**src/rtl/pulse_period_meter_pkg.sv**
```systemverilog
// Shared definitions for the pulse period meter: FSM state encoding and
// event-mode constants.
package pulse_period_meter_pkg;

   typedef enum logic [1:0] {
      IDLE    = 2'd0,
      MEASURE = 2'd1,
      TIMEOUT = 2'd2
   } state_t;

   localparam logic MODE_PULSE  = 1'b1;
   localparam logic MODE_TOGGLE = 1'b0;

endpackage

```
**src/rtl/pulse_period_meter_sync_edge_detect.sv**
```systemverilog
// Two-flop synchronizer for an asynchronous input followed by a delay flop
// for edge detection.
module sync_edge_detect
   import pulse_period_meter_pkg::*;
(
   input  logic clk,
   input  logic rst,
   input  logic din,
   input  logic mode,
   output logic rise,
   output logic fall,
   output logic any
);

   logic sync1;
   logic sync2;
   logic delay;

   always_ff @(posedge clk or posedge rst) begin
      if (rst) begin
         sync1 <= 1'b0;
         sync2 <= 1'b0;
         delay <= 1'b0;
      end else begin
         sync1 <= din;
         sync2 <= sync1;
         delay <= sync2;
      end
   end

   assign rise = sync2 & ~delay;
   assign fall = ~sync2 & delay;
   // any is the event for the selected mode: rising edges only, or both edges
   assign any  = (mode == MODE_PULSE) ? rise : (rise | fall);

endmodule

```
**src/rtl/pulse_period_meter.sv**
```systemverilog
// Measures the clk-cycle distance between consecutive events on an
// asynchronous input, with lock detection and a no-event timeout.
module pulse_period_meter
   import pulse_period_meter_pkg::*;
#(
   parameter int CNT_WIDTH = 16,
   parameter int PULSEMODE = 1
) (
   input  logic                 clk,
   input  logic                 rst,
   input  logic                 sig_in,
   output logic [CNT_WIDTH-1:0] period,
   output logic                 period_valid,
   output logic                 locked,
   output logic                 timeout
);

   localparam logic EVT_MODE = (PULSEMODE != 0) ? MODE_PULSE : MODE_TOGGLE;

   state_t               state;
   state_t               next_state;
   logic [CNT_WIDTH-1:0] cnt;
   logic                 first_meas;
   logic                 evt;
   logic                 rise_edge;
   logic                 fall_edge;
   logic                 unused_edges;

   logic                 load_one;
   logic                 inc;
   logic                 capture;
   logic                 go_timeout;
   logic                 leave_timeout;

   sync_edge_detect u_sync (
      .clk  (clk),
      .rst  (rst),
      .din  (sig_in),
      .mode (EVT_MODE),
      .rise (rise_edge),
      .fall (fall_edge),
      .any  (evt)
   );

   assign unused_edges = rise_edge ^ fall_edge;

   always_ff @(posedge clk or posedge rst) begin
      if (rst) begin
         state <= IDLE;
      end else begin
         state <= next_state;
      end
   end

   always_comb begin
      next_state    = state;
      load_one      = 1'b0;
      inc           = 1'b0;
      capture       = 1'b0;
      go_timeout    = 1'b0;
      leave_timeout = 1'b0;
      case (state)
         IDLE: begin
            if (evt) begin
               next_state = MEASURE;
               load_one   = 1'b1;
            end
         end
         MEASURE: begin
            // an event coinciding with saturation is still a measurement
            if (evt) begin
               capture  = 1'b1;
               load_one = 1'b1;
            end else if (cnt == '1) begin
               next_state = TIMEOUT;
               go_timeout = 1'b1;
            end else begin
               inc = 1'b1;
            end
         end
         TIMEOUT: begin
            if (evt) begin
               next_state    = MEASURE;
               load_one      = 1'b1;
               leave_timeout = 1'b1;
            end
         end
         default: next_state = IDLE;
      endcase
   end

   always_ff @(posedge clk or posedge rst) begin
      if (rst) begin
         cnt          <= '0;
         period       <= '0;
         period_valid <= 1'b0;
         locked       <= 1'b0;
         timeout      <= 1'b0;
         first_meas   <= 1'b0;
      end else begin
         period_valid <= capture;

         if (load_one) begin
            cnt <= CNT_WIDTH'(1);
         end else if (inc) begin
            cnt <= cnt + CNT_WIDTH'(1);
         end

         // period still holds the previous measurement when comparing
         if (capture) begin
            period     <= cnt;
            locked     <= ~first_meas & (cnt == period);
            first_meas <= 1'b0;
         end else if (load_one) begin
            first_meas <= 1'b1;
         end

         if (go_timeout) begin
            timeout <= 1'b1;
            locked  <= 1'b0;
         end else if (leave_timeout) begin
            timeout <= 1'b0;
         end
      end
   end

endmodule
```
**config.mk**
```make
export PLATFORM = sky130hd
export DESIGN_NAME = pulse_period_meter
export DESIGN_NICKNAME = d
export VERILOG_FILES = /design/src/rtl/pulse_period_meter_pkg.sv /design/src/rtl/pulse_period_meter_sync_edge_detect.sv /design/src/rtl/pulse_period_meter.sv
export SDC_FILE = /design/constraint.sdc
export NUM_CORES = 1
export LEC_CHECK = 0
export ABC_AREA = 1
export BUFFER_PORTS_ARGS = -buffer_cell sky130_fd_sc_hd__clkbuf_2
export CORE_ASPECT_RATIO = 1.1
export CORE_MARGIN = 4
export CORE_UTILIZATION = 55
export DETAILED_ROUTE_END_ITERATION = 16
export GPL_ROUTABILITY_DRIVEN = 0
export GPL_TIMING_DRIVEN = 0
export PLACE_DENSITY = 0.78
export SETUP_SLACK_MARGIN = 0.3
export SLEW_MARGIN = 5
export SYNTH_ARGS = -nofsm -noshare
export SYNTH_HDL_FRONTEND = slang
export SYNTH_HIERARCHICAL = 1
export SYNTH_SLANG_ARGS = --single-unit
```
**constraint.sdc**
```tcl
create_clock -name clk -period 2.2 [get_ports clk]
set_clock_uncertainty 0.15 [all_clocks]
set_input_delay 0.11 -clock clk [delete_from_list [all_inputs] [get_ports clk]]
set_output_delay 0.11 -clock clk [all_outputs]
set_load 0.05 [all_outputs]
```
==> results of run 1 <==
==> kinds of logic (layout without fill, tap and decap cells) <==
group	count (synthesis)	in the layout	synth area share (%)
buffers and inverters	46	79	8.413
other	1	2	0.1681
xor gates and xnor gates	4	4	1.571
DFF	41	41	45.99
adders and majority gates	3	3	1.683
AOI/OAI and AO/OA	37	37	9.030
and+or+nand+nor	170	170	33.15
==> timing repair <==
action,CTS,global route
pin swaps,0,2
setup endpoints to repair,23,32
hold endpoints to repair,42,0
buffers inserted,0,3
gates resized for setup,5,8
hold buffers,2,0
==> per-stage QoR <==
| step | std cells | instance area, sq um |
|---|---|---|
| 3_5_place_dp | 376 | 2405 |
| 2_1_floorplan | 303 | 2235 |
| 4_1_cts | 385 | 2542 |
| 6_report | 388 | 2585 |
| 3_3_place_gp | 376 | 2405 |
| 5_1_grt | 388 | 2585 |
==> synthesized netlist by cell type <==
master / instances
nand2_1: 98
dfrtp_1: 41
inv_1: 37
o21ai_0: 31
nand3_1: 30
nor2_1: 23
nand4_1: 11
buf_2: 6
ha_1: 3
xnor2_1: 3
clkbuf_1: 2
nor2_4: 2
o211ai_1: 2
o21ai_1: 2
or2_2: 2
a21oi_1: 1
buf_6: 1
conb_1: 1
nand2_2: 1
nand2_4: 1
nand3b_1: 1
nor2_2: 1
o21ai_4: 1
xor2_1: 1
==> layer usage <==
metal,global-route usage (%),part of all wire [%]
met5,0,0
met4,7.143,1.7
met3,4.030,5.9
met2,38.49,47
met1,31.47,45
==> worst min-delay path by stage <==
stage | from | end | depth (start not counted)
after floorplan | rst | u_sync/delay$_DFF_PP0_ | 1
after global placement | rst | u_sync/sync2$_DFF_PP0_ | 2
after detailed placement | rst | u_sync/sync2$_DFF_PP0_ | 2
after CTS | rst | u_sync/sync2$_DFF_PP0_ | 3
after global routing | rst | u_sync/sync1$_DFF_PP0_ | 3
final | rst | u_sync/sync1$_DFF_PP0_ | 3
==> worst max-delay path, cell delays in order, from the launching register on <==
cell and delay [ps]:
dfrtp_2 450, ha_1 250, nand2_1 160, nor2_4 70
nand2_4 90, nor2_2 60, nor2_4 220, nand2_2 130
o21ai_0 170
==> where the power goes <==
part | leakage, nW | internal, mW | total [mW] | switching, mW
Clock | 0.0540 | 0.330 | 0.590 | 0.260
Combinational | 0.697 | 0.156 | 0.560 | 0.403
Sequential | 0.547 | 0.831 | 0.898 | 0.0677
Total | 1.30 | 1.32 | 2.05 | 0.731
==> registers in the layout, summed over array words and instances (netlist names) <==
name / count
cnt: 16
first_meas: 1
locked: 1
period: 16
period_valid: 1
state: 2
timeout: 1
u_sync/delay: 1
u_sync/sync1: 1
u_sync/sync2: 1
==> cell type report <==
cell class	instances	share of cell area, %
Multi-Input combinational cell	216	40.37
Timing Repair Buffer	26	5.712
Tap cell	52	2.517
Inverter	37	5.373
Buffer	9	2.227
Clock buffer	5	2.662
Sequential cell	41	39.79
Clock inverter	2	1.355
==> metrics.md, run 1 <==
| Metric | Value |
|---|---|
| Total congestion overflow | 0 |
| Post-synth cell types | 24 |
| CTS buffer count | 5 |
| Final Setup Violations | 0 |
| Largest cells by area after synthesis | dfrtp_1 (46%), nand2_1 (16%), o21ai_0 (7.0%) |
| Slew HR | a little under half |
| Fillers | 342 |
| Multi-input combinational cell area | 1044 sq um |
| Worst-margin pin slew | ~800 ps |
| Global-route usage over all layers | 23.36% |
| Worst Hold Class | input pin to async pin |
| Fin crit share | 83.02% |
| Reg2Reg Launch Point | cnt[0]$_DFFE_PP0P_ |
| Post-Place Setup Slack | 115.8 ps |
| R2R depth | 8 |
| Antenna viol nets, final | 0 |
| Setup TNS | 0 ps |
| Clk_lat worst skew | ~300 ps |
| Worst Slack Setup Final | 373.5 ps |
| WP data required | 2260 ps |
| Total power | just over 2 mW |
| Crit path launch type | register |
| First-pass GRT wire length | 8.845 mm |
| Clock Tree Buf Depth | 2 |
| Io pins | 22 |
| Kind of critical path | register to register |
| Pin count of the biggest net entering global routing | 39 |
| Root Buffer Master | clkbuf_8 |
| Core area | 3934 sq um |
| Area share of the largest cell type after synthesis | a little under half |
| Cell Pwr Density | 792.2 nW/um^2 |
| Netlist Area Pre-Place | about 2200 sq um |
| Post-detail-place hpwl | 3.758 mm |
| Yosys top cell by area | dfrtp_1 |
| Syn. warnings | 6 |
| ANT cells | 0 |
| Area growth, synth to finish | 15.87% |
| Crit Reg-Reg Endpoint | cnt[11]$_DFFE_PP0P_ |
| Initial antenna violation count | 0 |
| Fin util | 65.71% |
| Setup crit end | cnt[11]$_DFFE_PP0P_ |
| Crit path from | cnt[0]$_DFFE_PP0P_ |
| Max cap viols | 0 |
| Worst Path Max Fanout | 9 |
| Die area | 5140 sq um |
| Most common cell after layout, fill and taps aside | nand2_1 |
| Vias in the first global route | roughly 1,900 |
| Most frequent cells in the layout | nand2_1 (98), dfrtp_1 (39), inv_1 (35) |
| Static Leak | 1.298 nW |
| Fin. Hold Viols | 0 |
| Wirelength per Cell | between 10 and 15 um |
| Crit. End Element | register |
| Vias post-DR | around 2,100 |
| RSZ-0062 raised after global routing | false |
| Port Buffers | 21 |
| Hold Slack | 81.64 ps |
| Initial core utilization | a little under three fifths |
| Reg clk slew, reported paths | 80 ps |
| Status | finished, final reports clean |
| Final Net Count | 342 |
| CTS tree | yes |
| Share of cells above drive strength 1 | 16.67% |
| CP arrival | 1890 ps |
| Via/cell ratio | 5.348 |
| FF+latch area | 1028 sq um |
| Drt pass-1 iters | 5 |
| # rows | 24 |
| 1st-iter DRT viols | between 200 and 250 |
| VDD IR max | ~0.00069 V |
| Sequential area share after synthesis | 45.99% |
| Fmax | 547.5 MHz |
| Mapped Cells | 302 |
| DRC errors left | 0 |
| Mean area per synthesized cell | approximately 7.4 sq um |
| Die X | 68.73 um |
| CTS sink count | 41 |
| Reg-to-reg slack, setup | 370 ps |
| Max Slew Vio Count | 0 |
| Total wire length | between 5 and 6 mm |
| Tmin final | 1827 ps |
| Flops & latches, synth | 41 |
| H-tree depth | 2 |
| Height of the chip | between 70 and 80 um |
(Power assumes the default switching activity.)
==> run 2, diff against run 1 <==
- CORE_UTILIZATION: 55 -> 53
- PLACE_DENSITY: 0.78 -> 0.79
- clock period: 2.2 -> 1.6 ns (I/O delays scaled with it)
==> run 2 against run 1 <==
The run now ends with negative setup slack left. Wire length rose by 49%. Sequential power grew 37%. Cell count up 10%. Power is 60% higher. Non-clock buffer count grew 38. Core utilization increased by 15 points. Global-route usage is 2.3 points higher. Combinational power up 100%. Count of clock-buffer cells in the layout increased by 2. Clock power grew 52%. Hold slack worse by 50 ps. Register-to-register slack worse by 530 ps. Highest routed layer unchanged.
==> metrics.md, run 2 (synthesis gave the netlist of run 1 again) <==
| Metric | Value |
|---|---|
| VDD IR max | 0.0008060 V (+17%) |
| Worst-margin pin slew | 678.1 ps (-126.7 ps) |
| Final Net Count | 380 (+11%) |
| Tmin final | 1754 ps (-72.62 ps) |
| CP arrival | 1850 ps (-40 ps) |
| P_sw | 1.208 mW (+65%) |
| Status | complete, but fails checks |
| Cell Pwr Density | 1003 nW/um^2 (+27%) |
| WL met1 | 2.775 mm (+17%) |
| Slew HR | 54.74% (+8.5 points) |
| Die area | 5313 sq um (+3.4%) |
| ANT cells | 0 (unchanged) |
| Fin. Hold Viols | 0 (unchanged) |
| Switch share | 36.97% (+1.3 points) |
| Worst Hold Class | input pin to async pin |
| Metal3 WL | 739 um (+140%) |
| Placed cell areas | 2440 sq um (+1.5%) |
| Vias post-DR | 2,564 (+24%) |
| CTS sink count | 41 (unchanged) |
| RSZ-0062 raised after global routing | true |
| Initial antenna violation count | 0 (unchanged) |
| Height of the chip | 76.05 um (+1.7%) |
| Share of cells above drive strength 1 | 41.87% (+25 points) |
| Fin crit share | 109.6% (+27 points) |
| Post-detail-place hpwl | 3.806 mm (+1.3%) |
| Design Area, Final | 3258 sq um (+26%) |
| Top Layer Used | met4 |
| Static Leak | 1.584 nW (+22%) |
| Total wire length | 7.824 mm (+49%) |
| Failing checks | negative setup slack |
| Initial core utilization | 55.44% (-1.3 points) |
| Drt pass-1 iters | 5 (unchanged) |
| Top flop regs | cnt: 16 flops, period: 16 flops, state: 2 flops |
| Pin count of the biggest net entering global routing | 39 (unchanged) |
| Antenna viol nets, final | 0 (unchanged) |
| Reg clk slew, reported paths | 90 ps (about the same) |
| Clk_lat worst skew | 310 ps (about the same) |
| Vias in the first global route | 2,274 (+21%) |
| Area growth, synth to finish | 46.05% |
| Most frequent cells in the layout | nand2_1 (79), inv_1 (33), buf_4 (33) |
| Clock power frac | 27.3% (-1.5 points) |
| Max Slew Vio Count | 0 (unchanged) |
| WP data required | 1690 ps (-570 ps) |
| Crit path launch type | register |
| Port Buffers | 21 (unchanged) |
| Max cap viols | 0 (unchanged) |
| Via/cell ratio | 6.005 (+12%) |
| Worst Path Max Fanout | 7 (-2) |
| Most common cell after layout, fill and taps aside | nand2_1 |
| Clock Tree Buf Depth | 2 (unchanged) |
| Reg power frac | 37.7% (-6.2 points) |
| Final Setup Violations | 29 (+29) |
| Total congestion overflow | 0 (unchanged) |
| CTS tree | yes |
| Setup TNS | -1759 ps (-1759 ps) |
| Die X | 69.86 um (+1.7%) |
| DRC errors left | 0 (unchanged) |
| Combinational share of power | 35.0% (+7.7 points) |
| Core area | 4024 sq um (+2.3%) |
| Worst Slack Setup Final | -153.9 ps (-527.4 ps) |
| Crit. End Element | register |
| Int Power | 2.060 mW (+56%) |
| Fmax | 570.2 MHz (+4.1%) |
| Root Buffer Master | clkbuf_8 |
| Global-route usage over all layers | 25.67% (+2.3 points) |
| Kind of critical path | register to register |
| DR WL met2 | 3.755 mm (+51%) |
| Io pins | 22 (unchanged) |
| 1st-iter DRT viols | 298 (+26%) |
| # rows | 24 (unchanged) |
| Wirelength per Cell | 18.32 um (+35%) |
| First-pass GRT wire length | 10.93 mm (+24%) |
| CTS buffer count | 5 (unchanged) |
| H-tree depth | 2 (unchanged) |
## run 2: changes by cell type in the layout (fill, tap and decap cells not counted), sizes merged
cell,change
inv,-1
buf,+37
clkbuf,+3
## run 2: worst paths after layout
kind | from | to | slack, ps | depth (start not counted)
setup / recovery | cnt[10]$_DFFE_PP0P_ | cnt[2]$_DFFE_PP0P_ | -150 | 7
hold / removal | rst | u_sync/delay$_DFF_PP0_ | 30 | 3
setup reg to reg | cnt[10]$_DFFE_PP0P_ | cnt[2]$_DFFE_PP0P_ | -150 | 7
hold reg to reg | u_sync/sync1$_DFF_PP0_ | u_sync/sync2$_DFF_PP0_ | 210 | 0
max in group asynchronous | rst | cnt[13]$_DFFE_PP0P_ | 580 | 3
min in group clk | u_sync/sync1$_DFF_PP0_ | u_sync/sync2$_DFF_PP0_ | 210 | 0
## run 2: area by class of cell
cell class | count | area (sq um)
clock buffer | 7 | 86.33
buffer | 9 | 125.1
multi-input combinational | 216 | 1287
clock inverter | 1 | 30.03
sequential | 41 | 1039
timing repair buffer | 64 | 483.0
inverter | 37 | 142.6
fill | 229 | 765.7
tap | 52 | 65.06
## run 2: power by group through the flow
stage | sequential [mW] | combinational [mW] | clock, mW
after global placement | 1.25 | 0.732 | 0
after detailed placement | 1.25 | 0.743 | 0
after CTS | 1.21 | 0.976 | 0.874
after global routing | 1.25 | 1.22 | 0.943
final | 1.23 | 1.14 | 0.894
after floorplan | 1.42 | 0.390 | 0
## run 2: through the flow
| stage | hold slack [ps] | total power [mW] | setup slack, ps | cells | util (%) |
|---|---|---|---|---|---|
| after floorplan | -316.4 | 1.809 | 23.14 | 303 | - |
| after global placement | -211.0 | 1.982 | -178.5 | 376 | 60.63 |
| after detailed placement | -198.6 | 1.997 | -211.7 | 376 | 60.63 |
| after CTS | 40.25 | 3.061 | -65.80 | 410 | 73.69 |
| after global routing | 39.88 | 3.413 | -212.5 | 427 | 80.97 |
| final | 31.93 | 3.268 | -153.9 | 427 | 80.97 |
## run 2: worst max-delay path: stages, from the launching register on
cell and delay, ps:
dfrtp_2 440, nand2_2 100, nor2_4 160, nand2_2 120, o21ai_4 320, buf_6 180
nand3_1 110, nand2_1 100
## run 2: repair_timing
item                                   CTS  global route
buffers inserted                        21            17
pin swaps                               19            10
resized for setup                       66            54
gates cloned                             3             0
hold buffers                             2             0
setup endpoints to repair               38            76
endpoints found under the hold margin   42             0
## run 2: per-layer routing
layer / global-route usage, % / vias up
met2: 41.30 / 202
met4: 11.88 / 0
met5: 0 / -
met3: 4.485 / 71
li1: - / 1108
met1: 33.56 / 1183
